### src/rtl/bsc_pkg.sv
// Shared types, shifter opcodes and kind decode for the barrel shifter command sequencer.
package bsc_pkg;

  typedef enum logic [2:0] {
    K_ROL = 3'd0,
    K_ROR = 3'd1,
    K_SLL = 3'd2,
    K_SRL = 3'd3,
    K_SLA = 3'd4,
    K_SRA = 3'd5
  } kind_t;

  typedef enum logic [1:0] {
    S_IDLE = 2'd0,
    S_LOAD = 2'd1,
    S_STEP = 2'd2,
    S_DONE = 2'd3
  } state_t;

  localparam logic [3:0] OP_LOAD = 4'b0100;
  localparam logic [3:0] OP_HOLD = 4'b0101;
  localparam logic [3:0] OP_ROL  = 4'b1000;
  localparam logic [3:0] OP_ROR  = 4'b1001;
  localparam logic [3:0] OP_SLL  = 4'b0010;
  localparam logic [3:0] OP_SRL  = 4'b0011;
  localparam logic [3:0] OP_SLA  = 4'b1010;
  localparam logic [3:0] OP_SRA  = 4'b1011;

  function automatic logic kind_defined(input logic [2:0] k);
    return k <= K_SRA;
  endfunction

  function automatic logic kind_is_rot(input logic [2:0] k);
    return (k == K_ROL) || (k == K_ROR);
  endfunction

  // Undefined kinds map to HOLD so a stray step can never corrupt the word.
  function automatic logic [3:0] kind_to_op(input logic [2:0] k);
    logic [3:0] op;
    case (k)
      K_ROL:   op = OP_ROL;
      K_ROR:   op = OP_ROR;
      K_SLL:   op = OP_SLL;
      K_SRL:   op = OP_SRL;
      K_SLA:   op = OP_SLA;
      K_SRA:   op = OP_SRA;
      default: op = OP_HOLD;
    endcase
    return op;
  endfunction

endpackage

### src/rtl/barrel_shift_ctrl.sv
// Sequencer: one request -> LOAD + steps of up to 3 positions on an external barrel_shifter.
// Optional BSC_ROT_REDUCE_EN: reduce rotates modulo N and clamp shifts to N during LOAD.
//
// state  | meaning
// IDLE   | ready for a request, shifter held
// LOAD   | word pushed into the shifter, amount finalised
// STEP   | shifter op applied with s = min(rem, 3)
// DONE   | result presented until the consumer takes it
module barrel_shift_ctrl
  import bsc_pkg::*;
#(
  parameter int N  = 5,
  parameter int AW = 5
) (
  input  logic          clk,
  input  logic          rst_n,
  input  logic          req_valid,
  output logic          req_ready,
  input  logic [N-1:0]  req_data,
  input  logic [2:0]    req_kind,
  input  logic [AW-1:0] req_amt,
  output logic          rsp_valid,
  input  logic          rsp_ready,
  output logic [N-1:0]  rsp_data,
  output logic          rsp_err,
  output logic [N-1:0]  sh_datain,
  output logic [3:0]    sh_op,
  output logic [1:0]    sh_s,
  input  logic [N-1:0]  sh_dataout
);

  state_t        state_q, state_d;
  logic [N-1:0]  data_q, data_d;
  logic [2:0]    kind_q, kind_d;
  logic [AW-1:0] rem_q, rem_d;
  logic [AW-1:0] load_amt;
  logic [1:0]    step_s;
  logic          kind_ok;

`ifdef BSC_ROT_REDUCE_EN
  localparam logic [AW-1:0] N_AMT     = AW'(N);
  localparam int            RED_ITERS = ((1 << AW) + N - 1) / N;

  // Unrolled compare/subtract chain so the reduction fits in the single LOAD cycle.
  always_comb begin
    load_amt = rem_q;
    if (kind_is_rot(kind_q)) begin
      for (int i = 0; i < RED_ITERS; i++) begin
        if (load_amt >= N_AMT) load_amt = load_amt - N_AMT;
      end
    end else if (load_amt >= N_AMT) begin
      load_amt = N_AMT;
    end
  end
`else
  assign load_amt = rem_q;
`endif

  assign kind_ok = kind_defined(kind_q);
  assign step_s  = (rem_q > AW'(3)) ? 2'd3 : rem_q[1:0];

  always_comb begin
    state_d   = state_q;
    data_d    = data_q;
    kind_d    = kind_q;
    rem_d     = rem_q;
    req_ready = 1'b0;
    rsp_valid = 1'b0;
    rsp_err   = 1'b0;
    rsp_data  = '0;
    sh_op     = OP_HOLD;
    sh_s      = 2'd0;
    sh_datain = '0;
    case (state_q)
      S_IDLE: begin
        req_ready = rst_n;
        if (req_valid && req_ready) begin
          data_d  = req_data;
          kind_d  = req_kind;
          rem_d   = req_amt;
          state_d = S_LOAD;
        end
      end
      S_LOAD: begin
        sh_op     = OP_LOAD;
        sh_datain = data_q;
        rem_d     = load_amt;
        state_d   = (load_amt == '0 || !kind_ok) ? S_DONE : S_STEP;
      end
      S_STEP: begin
        sh_op = kind_to_op(kind_q);
        sh_s  = step_s;
        rem_d = rem_q - {{(AW-2){1'b0}}, step_s};
        if (rem_d == '0) state_d = S_DONE;
      end
      S_DONE: begin
        // Shifter sits in HOLD here, so its registered output is stable for the consumer.
        rsp_valid = 1'b1;
        rsp_data  = sh_dataout;
        rsp_err   = !kind_ok;
        if (rsp_ready) state_d = S_IDLE;
      end
      default: state_d = S_IDLE;
    endcase
  end

  always_ff @(posedge clk or negedge rst_n) begin
    if (!rst_n) begin
      state_q <= S_IDLE;
      data_q  <= '0;
      kind_q  <= '0;
      rem_q   <= '0;
    end else begin
      state_q <= state_d;
      data_q  <= data_d;
      kind_q  <= kind_d;
      rem_q   <= rem_d;
    end
  end

endmodule
### config.mk
export PLATFORM = sky130hd
export DESIGN_NAME = barrel_shift_ctrl
export DESIGN_NICKNAME = d
export VERILOG_FILES = /design/src/rtl/bsc_pkg.sv /design/src/rtl/barrel_shift_ctrl.sv
export SDC_FILE = /design/constraint.sdc
export NUM_CORES = 1
export LEC_CHECK = 0
export BUFFER_PORTS_ARGS = -buffer_cell sky130_fd_sc_hd__buf_2
export CAP_MARGIN = 20
export CORE_AREA = 2 2 68 44
export CTS_CLUSTER_SIZE = 24
export DETAILED_ROUTE_END_ITERATION = 8
export DIE_AREA = 0 0 70 46
export GPL_ROUTABILITY_DRIVEN = 0
export PLACE_DENSITY = 0.7
export SYNTH_ARGS = -nofsm -noshare
export SYNTH_HDL_FRONTEND = slang
export SYNTH_SLANG_ARGS = --single-unit
export TNS_END_PERCENT = 100
### constraint.sdc
create_clock -name clk -period 3.25 [get_ports clk]
set_clock_uncertainty 0.1 [all_clocks]
set_input_delay 0.65 -clock clk [delete_from_list [all_inputs] [get_ports clk]]
set_output_delay 0.65 -clock clk [all_outputs]
set_load 0.005 [all_outputs]
Word-level counts from Yosys, hierarchy flattened
Cells that the tools add are included.
{ "totals": {"word_cells": 45, "regBits": 15, "out_inout_bits": 19, "in_bits": 22} }
{ "classes": {"eq_ne": 11, "mux": 16, "n_reduce_logical": 11, "add_sub_neg": 1, "magnitude_cmp": 2} }
{ "ops": {"columns": ["cell", "n"], "rows": [
  ["$pmux W4 S6", 1],
  ["$mux W5", 3],
  ["$logic_not A5 Y1", 2],
  ["$mux W2", 5],
  ["$pmux W5 S2", 1],
  ["$pmux W2 S4", 1],
  ["$pmux W4 S2", 1],
  ["$eq A3 B2 Y1 const B", 2],
  ["$eq A3 B3 Y1 const B", 2],
  ["$ne A2 B2 Y1 const B", 3],
  ["$gt A5 B2 Y1 const B", 1],
  ["$sub A5 B2 Y5", 1],
  ["$eq A2 B2 Y1 const B", 2],
  ["$mux W1", 4],
  ["$reduce_and A2 Y1", 2],
  ["$eq A3 B1 Y1 const B", 1],
  ["$le A3 B3 Y1 const B", 1],
  ["$logic_not A3 Y1", 1],
  ["$reduce_and A3 Y1", 1],
  ["$eq A2 B1 Y1 const B", 1],
  ["$logic_not A2 Y1", 1],
  ["$reduce_bool A2 Y1", 1],
  ["$logic_and A1 B1 Y1", 1],
  ["$logic_not A1 Y1", 1],
  ["$logic_or A1 B1 Y1", 1]
]} }

Depth between registers and ports, before layout
Gate-level depths: netlist (run 1).
{ "depth": {"ltp_word": 6, "depth_mapped": 8} }

Least setup slack after synthesis (run 1)
Ideal clock, no wire load.
{ "synth_path": {"kind": "register -> register", "start": "register rem_q[4] (netlist: load_amt[4])", "end": "register state_q[1]", "stages_incl_launch_ff": 9, "arrival_ps": 1919, "path_slack_ps": 1106, "path_cell_list": "dfrtp_1 or3_1 nand2b_1 ha_1 nand2b_1 o22ai_1 nand3_1 a21o_1 mux2_4"} }
{ "synth_via": {"elab_chain_cells": 6} }
{ "synth_lines": {"columns": ["element", "line", "rtl"], "rows": [
  ["start: declaration", "barrel_shift_ctrl.sv:35", "logic [AW-1:0] rem_q, rem_d;"],
  ["start signal: assignment", "barrel_shift_ctrl.sv:117", "rem_q <= rem_d;"],
  ["$gt A5 B2 Y1", "barrel_shift_ctrl.sv:60", "assign step_s = (rem_q > AW'(3)) ? 2'd3 : rem_q[1:0];"],
  ["$mux W2", "barrel_shift_ctrl.sv:60", null],
  ["$sub A5 B2 Y5 (*)", "barrel_shift_ctrl.sv:93", "rem_d = rem_q - {{(AW-2){1'b0}}, step_s};"],
  ["$logic_not A5 Y1 (*)", "barrel_shift_ctrl.sv:94", "if (rem_d == '0) state_d = S_DONE;"],
  ["$ne A2 B2 Y1 (no line) (*)", null, null],
  ["$reduce_and A3 Y1 (no line) (*)", null, null],
  ["end signal: assignment", "barrel_shift_ctrl.sv:114", "state_q <= state_d;"],
  ["end: declaration", "barrel_shift_ctrl.sv:32", "state_t state_q, state_d;"]
]} }
Mark *: on every way between the ends. The rest lies on a longest branch, timed or not.
A chain may end at the register's enable or synchronous reset.

Worst setup path after layout (run 1)
{ "layout_path": {"start": "register state_q[0]", "end": "output sh_op[0]"} }
{ "layout_via": {"elab_chain_cells": 2, "elab_cells_between_ends": 3, "cone_classes": "2 x eq/ne; 1 x mux"} }
{ "layout_lines": {"columns": ["element", "line", "rtl"], "rows": [
  ["$eq A2 B2 Y1 / $eq A2 B1 Y1 (equally long branches)", "barrel_shift_ctrl.sv:74", "case (state_q)"],
  ["$pmux W4 S2 (*)", "barrel_shift_ctrl.sv:74", null],
  ["end: declaration", "barrel_shift_ctrl.sv:27", "output logic [3:0] sh_op,"]
]} }
Marks and branches as above.

==> impl_summary.log, run 1 <==
INFO  metric critical-path-max-stage-delay = around 0.43 ns
INFO  metric max_slew.worst_pin.slew = around 0.57 ns
INFO  metric postLayoutCoreUtil = a little under half
INFO  metric ys_async_sr_fraction = 100%
INFO  metric yosys_most_used_dff = sky130_fd_sc_hd__dfrtp_1
INFO  metric crit_path_max_fanout = 11
INFO  metric nFillCells = roughly 270
INFO  metric number_of_buffers_added_by_the_clock_tree_synthesis_step = 3
INFO  metric hold_buffers = 0
INFO  metric grt_max_degree = 19
INFO  metric worst_setup_hold_path_clk_slew = approximately 0.060 ns
INFO  metric sequential_to_total_area_share_from_yosys_stat = ~38%
INFO  metric remaining_max_slew_budget_at_the_tightest_pin = just over 60%
INFO  metric synth-edff-count = 0
INFO  metric nets = 179
INFO  metric total_of_cells_resized_after_clock_tree_synthesis = 0
INFO  metric status = completed
INFO  metric unrepaired_setup_endpoints_after_global_routing = no
INFO  metric cts_max_path_buffers = 2
INFO  metric area.sequential = roughly 380 µm²
INFO  metric post_synthesis_compound_gate_area_fraction = roughly 14%
INFO  metric synth.avg_cell_area = roughly 9 µm²
INFO  metric final-instance-count-excl-fill = 184
INFO  metric place_inst = 180
INFO  metric worst_setup_path_start_kind = flip-flop
INFO  metric grt_pass1_vias = 800
INFO  metric global_route_wire_length_before_repair = ~3600 µm
INFO  metric worst_setup_end_kind = output port
INFO  metric power_density = approximately 1000 nW/µm²
INFO  metric routed_wirelength = 2300 µm
INFO  metric yosysWarningCount = 0
INFO  metric place_hpwl = approximately 1800 µm
INFO  metric crit_required = 2.50 ns
INFO  metric drt_pass1_iterations = 4
INFO  metric htreeDepth = 1
INFO  metric rows = 15
INFO  metric most-common-layout-cells = sky130_fd_sc_hd__buf_2 (40), sky130_fd_sc_hd__dfrtp_1 (15), sky130_fd_sc_hd__nor2_1 (12)
INFO  metric io_buffer_count = 40
INFO  metric max_freq = just under 400 MHz
INFO  metric ys_ff_latch = 15
INFO  metric io_pins = 41
INFO  metric fp.dieArea = around 3200 µm²
INFO  metric number_of_antenna_violations_at_the_first_check_in_global_routing = 0
INFO  metric yosysTopAreaCellShare = between 30 and 40%
INFO  metric finalMaxSlewViolations = 0
INFO  metric cts.sinks = 15
INFO  metric synth_cell_type_count = 32
INFO  metric layout.cells.most_common = sky130_fd_sc_hd__buf_2
INFO  metric holdWs = 0.221 ns
INFO  metric setup_viol_count_final = 0
INFO  metric synth-adder-area-share = about 7.6%
INFO  metric die_w = about 70 µm
INFO  metric synth_top_family_by_area = simple AND/OR/NAND/NOR gates
INFO  metric criticalPathCategory = reg -> out
INFO  metric post-route-min-period = around 2.6 ns
INFO  metric critPathArrivalTime = between 1.5 and 2 ns
INFO  metric path_type_of_the_worst_min_delay_path = in -> async
INFO  metric timing.setup.tns = 0 ns
INFO  metric cts.repair_timing.setup_buffer_count = 0
INFO  metric ctsRootBufferMaster = sky130_fd_sc_hd__clkbuf_8
INFO  metric finalCritPeriodShare = approximately four fifths
INFO  metric gr-usage-all-layers = between 10% and 20%
INFO  metric detailroute.via_count = ~910
INFO  metric post_synth_xor_area_fraction = less than 1%
INFO  metric ant_nets = 0
INFO  metric post_route_cells_drive_above_1_share = 36.0%
INFO  metric max_cap_violations = 0
INFO  metric post_synth_mux_area_share = around 14%
INFO  metric multi_input_area = around 580 µm²
INFO  metric synth_area_leaders = sky130_fd_sc_hd__dfrtp_1 (38%), sky130_fd_sc_hd__mux2_2 (9.1%), sky130_fd_sc_hd__ha_1 (7.6%), sky130_fd_sc_hd__and2_1 (7.0%), sky130_fd_sc_hd__nor2_1 (4.6%)
INFO  metric area_growth_syn_to_layout = 29.0%
INFO  metric dr.first_iter.drc_count = 27
INFO  metric p_leak = roughly 0.68 nW
INFO  metric core-area = ~2700 µm²
INFO  metric diodes = 0
INFO  metric syn_nets = approximately 140
INFO  metric post-synth-top-area-cell = sky130_fd_sc_hd__dfrtp_1
INFO  metric cts_tree = yes
INFO  metric finalHoldViolations = 0
INFO  metric synthesis.instances = about 110
INFO  metric gr-total-overflow = 0
INFO  metric initial_util = approximately 37%
INFO  metric detail_route.drc_violations = 0
INFO  metric worstSkewPairLatency = around 0.25 ns
INFO  metric netlist_area_before_placement = 990 µm²
INFO  metric viasPerCell = roughly 5
INFO  metric vdd.ir_drop.worst = 0.418 mV
INFO  metric timing.critical_path.slowest_stage_cell = sky130_fd_sc_hd__ha_1
INFO  metric fp.dieH = approximately 46 µm
INFO  metric detail_route.wl_per_cell = 12.5 µm
INFO  metric crit_path_cell_trace = inv_1 -> ha_1 -> inv_1 -> a22oi_1 -> buf_2
INFO  metric critical_path.most_common_cell = sky130_fd_sc_hd__inv_1
INFO  metric synth_simple_gate_area_share = a little under a quarter
-- final timing paths --
check,start,to,slack (ns),cells after the start
max in group asynchronous,rst_n,data_q[1],2.55,1
setup reg to reg,load_amt[4],state_q[1],0.95,8
setup / recovery,state_q[0],sh_op[0],0.68,5
min in group clk,data_q[1],data_q[1],0.40,1
hold / removal,rst_n,load_amt[3],0.22,1
hold reg to reg,data_q[1],data_q[1],0.40,1
-- layout make-up --
| class | count | area share [%] |
|---|---|---|
| clock buffer | 4 | 3.53 |
| sequential | 15 | 29.4 |
| timing repair buffer | 41 | 16.3 |
| inverter | 6 | 1.76 |
| multi-input combinational | 84 | 45.7 |
| tap | 34 | 3.33 |
-- flip-flops by register name (all words and copies together) (netlist names) --
register  cells
data_q        5
kind_q        3
load_amt      5
state_q       2
-- report_power, final --
part	switching (W)	internal, W
Sequential	0.0000919	0.000282
Combinational	0.000364	0.000361
Clock	0.0000647	0.0000868
-- Yosys cell counts (2+ instances only) --
cell / instances
sky130_fd_sc_hd__nand3_1: 2
sky130_fd_sc_hd__nand2_1: 6
sky130_fd_sc_hd__nor2b_1: 2
sky130_fd_sc_hd__a211oi_1: 3
sky130_fd_sc_hd__ha_1: 6
sky130_fd_sc_hd__nand2b_1: 3
sky130_fd_sc_hd__a21o_1: 3
sky130_fd_sc_hd__dfrtp_1: 15
sky130_fd_sc_hd__inv_1: 6
sky130_fd_sc_hd__or3_1: 3
sky130_fd_sc_hd__and2_1: 11
sky130_fd_sc_hd__nor2_1: 12
sky130_fd_sc_hd__mux2i_1: 3
sky130_fd_sc_hd__o21ai_1: 2
sky130_fd_sc_hd__o21ai_0: 2
sky130_fd_sc_hd__a21oi_1: 5
sky130_fd_sc_hd__mux2_2: 8
-- metal layers --
layer	track usage (%)	vias to the layer above	routed length, µm
met5	0	-	0
met3	6.19	2	213
met1	20.1	416	1140
li1	-	457	-
met2	21.0	39	927
met4	4.62	0	18
-- worst max-delay path: cells and delay by family, from the launching register on --
family	cells	cell delay (ns)
compound gates	1	0.21
buf+inv	3	0.50
flops	1	0.42
fa+ha+maj	1	0.43
-- through the flow --
step / area, µm² / total power (W) / setup WS (ns)
after floorplan: 990 / 0.000872 / 1.11
after global placement: 1230 / 0.00108 / 0.907
after detailed placement: 1230 / 0.00110 / 0.865
after CTS: 1280 / 0.00126 / 0.666
after global routing: 1280 / 0.00136 / 0.558
final: 1280 / 0.00125 / 0.681
-- logic make-up (layout without fill, tap and decap cells) --
logic type,count (synthesis),in the layout
AO/OA/AOI/OAI,21,21
XOR/XNOR,1,1
adder cells (fa/ha/maj),6,6
buffers and inverters,8,51
flip-flops,15,15
multiplexers,12,12
AND/OR/NAND/NOR,44,44
(Power assumes the default switching activity.)
==> run 2, diff against run 1 <==
--- a/config.mk
+++ b/config.mk
@@ -5,14 +5,15 @@
 export SDC_FILE = /design/constraint.sdc
 export NUM_CORES = 1
 export LEC_CHECK = 0
+export ABC_AREA = 1
 export BUFFER_PORTS_ARGS = -buffer_cell sky130_fd_sc_hd__buf_2
 export CAP_MARGIN = 20
-export CORE_AREA = 2 2 68 44
+export CORE_AREA = 2 2 69 45
 export CTS_CLUSTER_SIZE = 24
 export DETAILED_ROUTE_END_ITERATION = 8
-export DIE_AREA = 0 0 70 46
+export DIE_AREA = 0 0 71 47
 export GPL_ROUTABILITY_DRIVEN = 0
-export PLACE_DENSITY = 0.7
+export PLACE_DENSITY = 0.72
 export SYNTH_ARGS = -nofsm -noshare
 export SYNTH_HDL_FRONTEND = slang
 export SYNTH_SLANG_ARGS = --single-unit
==> constraint.sdc (replaced) <==
create_clock -name clk -period 2.3 [get_ports clk]
set_clock_uncertainty 0.1 [all_clocks]
set_input_delay 0.46 -clock clk [delete_from_list [all_inputs] [get_ports clk]]
set_output_delay 0.46 -clock clk [all_outputs]
set_load 0.005 [all_outputs]
==> run 2 against run 1 <==
  * Synthesized cell count grew 42%
  * Via count is 15% higher
  * First-iteration DRC count increased to 3.9 times the previous value
  * Routed wire length rose by 5.6%
  * Clock-buffer cell count stayed put
  * Clock power up 43%
  * Die area rose by 3.6%
  * Register-to-register slack worse by 0.70 ns
  * Final area up 4.0%
==> impl_summary.log, run 2 <==
INFO  metric drt_pass1_iterations = 4 (unchanged)
INFO  metric yosysTopAreaCellShare = 36.4% (-1.6 points)
INFO  metric final-instance-count-excl-fill = 230 (+25%)
INFO  metric place_inst = 226 (+26%)
INFO  metric rows = 15 (unchanged)
INFO  metric timing.setup.tns = 0 ns (unchanged)
INFO  metric io_pins = 41 (unchanged)
INFO  metric holdWs = 0.0987 ns (-0.122 ns)
INFO  metric initial_util = 37.9% (+0.79 points)
INFO  metric finalCritPeriodShare = a little over nine tenths
INFO  metric critical_path.endpoint = sh_op[1]
INFO  metric synth_area_leaders = sky130_fd_sc_hd__dfrtp_1 (36%), sky130_fd_sc_hd__nand2_1 (22%), sky130_fd_sc_hd__inv_1 (9.5%), sky130_fd_sc_hd__ha_1 (7.3%), sky130_fd_sc_hd__nor2_1 (4.0%)
INFO  metric ys_async_sr_fraction = 100% (unchanged)
INFO  metric finalMaxSlewViolations = 0 (unchanged)
INFO  metric nFillCells = 266 (-0.37%)
INFO  metric post_synthesis_compound_gate_area_fraction = 10.1% (-3.6 points)
INFO  metric io_buffer_count = 40 (unchanged)
INFO  metric criticalPathCategory = reg -> out
INFO  metric most-common-layout-cells = sky130_fd_sc_hd__nand2_1 (60), sky130_fd_sc_hd__buf_2 (40), sky130_fd_sc_hd__inv_1 (26)
INFO  metric unrepaired_setup_endpoints_after_global_routing = no
INFO  metric critical_path.reg2reg.endpoint = state_q[0]
INFO  metric htreeDepth = 1 (unchanged)
INFO  metric max_freq = roughly 460 MHz
INFO  metric worstSkewPairLatency = 0.25 ns (about the same)
INFO  metric ys_ff_latch = 15 (unchanged)
INFO  metric netlist_area_before_placement = 1030 µm² (+4.3%)
INFO  metric post_synth_mux_area_share = 0% (-14 points)
INFO  metric fp.dieH = 47 µm (+2.2%)
INFO  metric critical_path.reg2reg.startpoint = load_amt[3]
INFO  metric ant_nets = 0 (unchanged)
INFO  metric most_repeated_cell_in_the_gate_level_netlist_after_synthesis = sky130_fd_sc_hd__nand2_1
INFO  metric setup_viol_count_final = 0 (unchanged)
INFO  metric post-synth-top-area-cell = sky130_fd_sc_hd__dfrtp_1
INFO  metric nets = 225 (+26%)
INFO  metric worst_setup_path_start_kind = flip-flop
INFO  metric routed_wirelength = 2430 µm (+5.6%)
INFO  metric post-route-min-period = between 2 and 2.5 ns
INFO  metric p_leak = 0.857 nW (+26%)
INFO  metric power_density = 1290 nW/µm² (+32%)
INFO  metric diodes = 0 (unchanged)
INFO  metric ff2ff_setup_slack = 0.25 ns (-0.70 ns)
INFO  metric global_route_wire_length_before_repair = 3870 µm (+7.1%)
INFO  metric post_synth_xor_area_fraction = 0.848% (-0.036 points)
INFO  metric startpoint = state_q[0]
INFO  metric gr-usage-all-layers = 15.3% (+0.60 points)
INFO  metric vdd.ir_drop.worst = 0.410 mV (-1.8%)
INFO  metric max_cap_violations = 0 (unchanged)
INFO  metric cts_tree = yes
INFO  metric status = completed
INFO  metric synth_cell_type_count = 27 (-16%)
INFO  metric gr-total-overflow = 0 (unchanged)
INFO  metric viasPerCell = 4.59 (-7.7%)
INFO  metric detail_route.wl_per_cell = 10.5 µm (-16%)
INFO  metric ys_top_cells_by_count = sky130_fd_sc_hd__nand2_1 (60), sky130_fd_sc_hd__inv_1 (26), sky130_fd_sc_hd__dfrtp_1 (15)
INFO  metric yosys_most_used_dff = sky130_fd_sc_hd__dfrtp_1
INFO  metric worst_setup_end_kind = output port
INFO  metric cts.sinks = 15 (unchanged)
INFO  metric die_w = 71 µm (+1.4%)
INFO  metric yosysWarningCount = 0 (unchanged)
INFO  metric detailroute.via_count = 1055 (+15%)
INFO  metric synth_simple_gate_area_share = 34.2% (+11 points)
INFO  metric crit_path_max_fanout = 10 (-1)
INFO  metric synthesis.instances = 152 (+42%)
INFO  metric worst_setup_hold_path_clk_slew = 0.06 ns (about the same)
INFO  metric number_of_buffers_added_by_the_clock_tree_synthesis_step = 3 (unchanged)
INFO  metric synth-adder-area-share = 7.27% (-0.31 points)
INFO  metric ctsRootBufferMaster = sky130_fd_sc_hd__clkbuf_8
INFO  metric finalHoldViolations = 0 (unchanged)
INFO  metric detail_route.drc_violations = 0 (unchanged)
INFO  metric layout.cells.most_common = sky130_fd_sc_hd__nand2_1
INFO  metric area_growth_syn_to_layout = 28.6%
INFO  metric fp.dieArea = 3340 µm² (+3.6%)
INFO  metric grt_pass1_vias = 859 (+7.4%)
INFO  metric rr_worst_depth = 11 (+3)
INFO  metric dr.first_iter.drc_count = 104 (+290%)
INFO  metric sequential_to_total_area_share_from_yosys_stat = 36.4% (-1.6 points)
INFO  metric critPathArrivalTime = 1.61 ns (-0.21 ns)
INFO  metric max_slew.worst_pin.slew = 0.305 ns (-0.263 ns)
INFO  metric crit_required = 1.74 ns (-0.76 ns)
INFO  metric path_type_of_the_worst_min_delay_path = in -> async
INFO  metric synth-edff-count = 0 (unchanged)
INFO  metric post_route_cells_drive_above_1_share = 26.5% (-9.5 points)
INFO  metric place_hpwl = 1910 µm (+7.5%)
INFO  metric hold_buffers = 0 (unchanged)
INFO  metric core-area = 2720 µm² (+2.1%)
INFO  metric total_power = 0.00171 W (+37%)
INFO  metric synth.avg_cell_area = 6.79 µm² (-27%)
INFO  metric cts_max_path_buffers = 2 (unchanged)
INFO  metric remaining_max_slew_budget_at_the_tightest_pin = 79.6% (+18 points)
INFO  metric grt_max_degree = 17 (-2)
INFO  metric number_of_antenna_violations_at_the_first_check_in_global_routing = 0 (unchanged)
INFO  metric synth_top_family_by_area = simple AND/OR/NAND/NOR gates
INFO  metric syn_nets = 180 (+33%)
## run 2: cells by family after synthesis
group                      Yosys count
DFF                                 15
xor gates and xnor gates             1
and+or+nand+nor                     84
buffers and inverters               30
adders and majority gates            6
AOI/OAI and AO/OA                   16
## run 2: how the worst min path moves through the flow
stage | depth (start not counted) | to | from | slack [ns]
after floorplan | 0 | data_q[0] | rst_n | 0.06
after global routing | 2 | data_q[3] | rst_n | 0.12
after global placement | 2 | data_q[1] | data_q[1] | 0.35
after detailed placement | 2 | kind_q[0] | kind_q[0] | 0.36
after CTS | 2 | load_amt[3] | rst_n | 0.1
final | 2 | data_q[0] | rst_n | 0.1
## run 2: worst max-delay path: stages, from the launching register on
cell and delay [ns]:
sky130_fd_sc_hd__dfrtp_2 0.44, sky130_fd_sc_hd__inv_1 0.13, sky130_fd_sc_hd__ha_1 0.19, sky130_fd_sc_hd__inv_2 0.11
sky130_fd_sc_hd__nor4_1 0.32, sky130_fd_sc_hd__buf_2 0.17
## run 2: per-stage QoR
| stage | utilization [%] | setup WS [ns] | instance area, µm² |
|---|---|---|---|
| 3_3_place_gp | 47.1 | 0.342 | 1280 |
| 3_5_place_dp | 47.1 | 0.264 | 1280 |
| 4_1_cts | 48.7 | 0.0836 | 1330 |
| 6_report | 48.8 | 0.130 | 1330 |
| 5_1_grt | 48.8 | 0.0270 | 1330 |
| 2_1_floorplan | - | 0.443 | 1030 |
## run 2: what timing repair did
action	4_1_cts	5_1_grt
gates resized for setup	0	1
setup endpoints to repair	0	1
buffers inserted	0	0
## run 2: power breakdown
| part | internal [W] | leakage [nW] | switching (W) | total [W] |
|---|---|---|---|---|
| registers | 0.000397 | 0.180 | 0.000106 | 0.000503 |
| clock network | 0.000123 | 0.0228 | 0.0000938 | 0.000216 |
| logic | 0.000395 | 0.654 | 0.000600 | 0.000995 |
## run 2: layout make-up
type | count | area (µm²) | area share [%]
multi-input cells | 107 | 541 | 40.7
inverters | 28 | 108 | 8.11
repair buffers | 42 | 215 | 16.2
clock buffers | 4 | 45.0 | 3.39
flip-flops and latches | 15 | 377 | 28.4
well taps | 34 | 42.5 | 3.20
## run 2: layer usage
metal  part of all wire [%]  vias up  GRT usage [%]
li1                       -      553              -
met1                     49      445           22.4
met2                     39       55           21.5
met3                     11        2           5.58
met4                   0.66        0           3.40
met5                      0        -              0
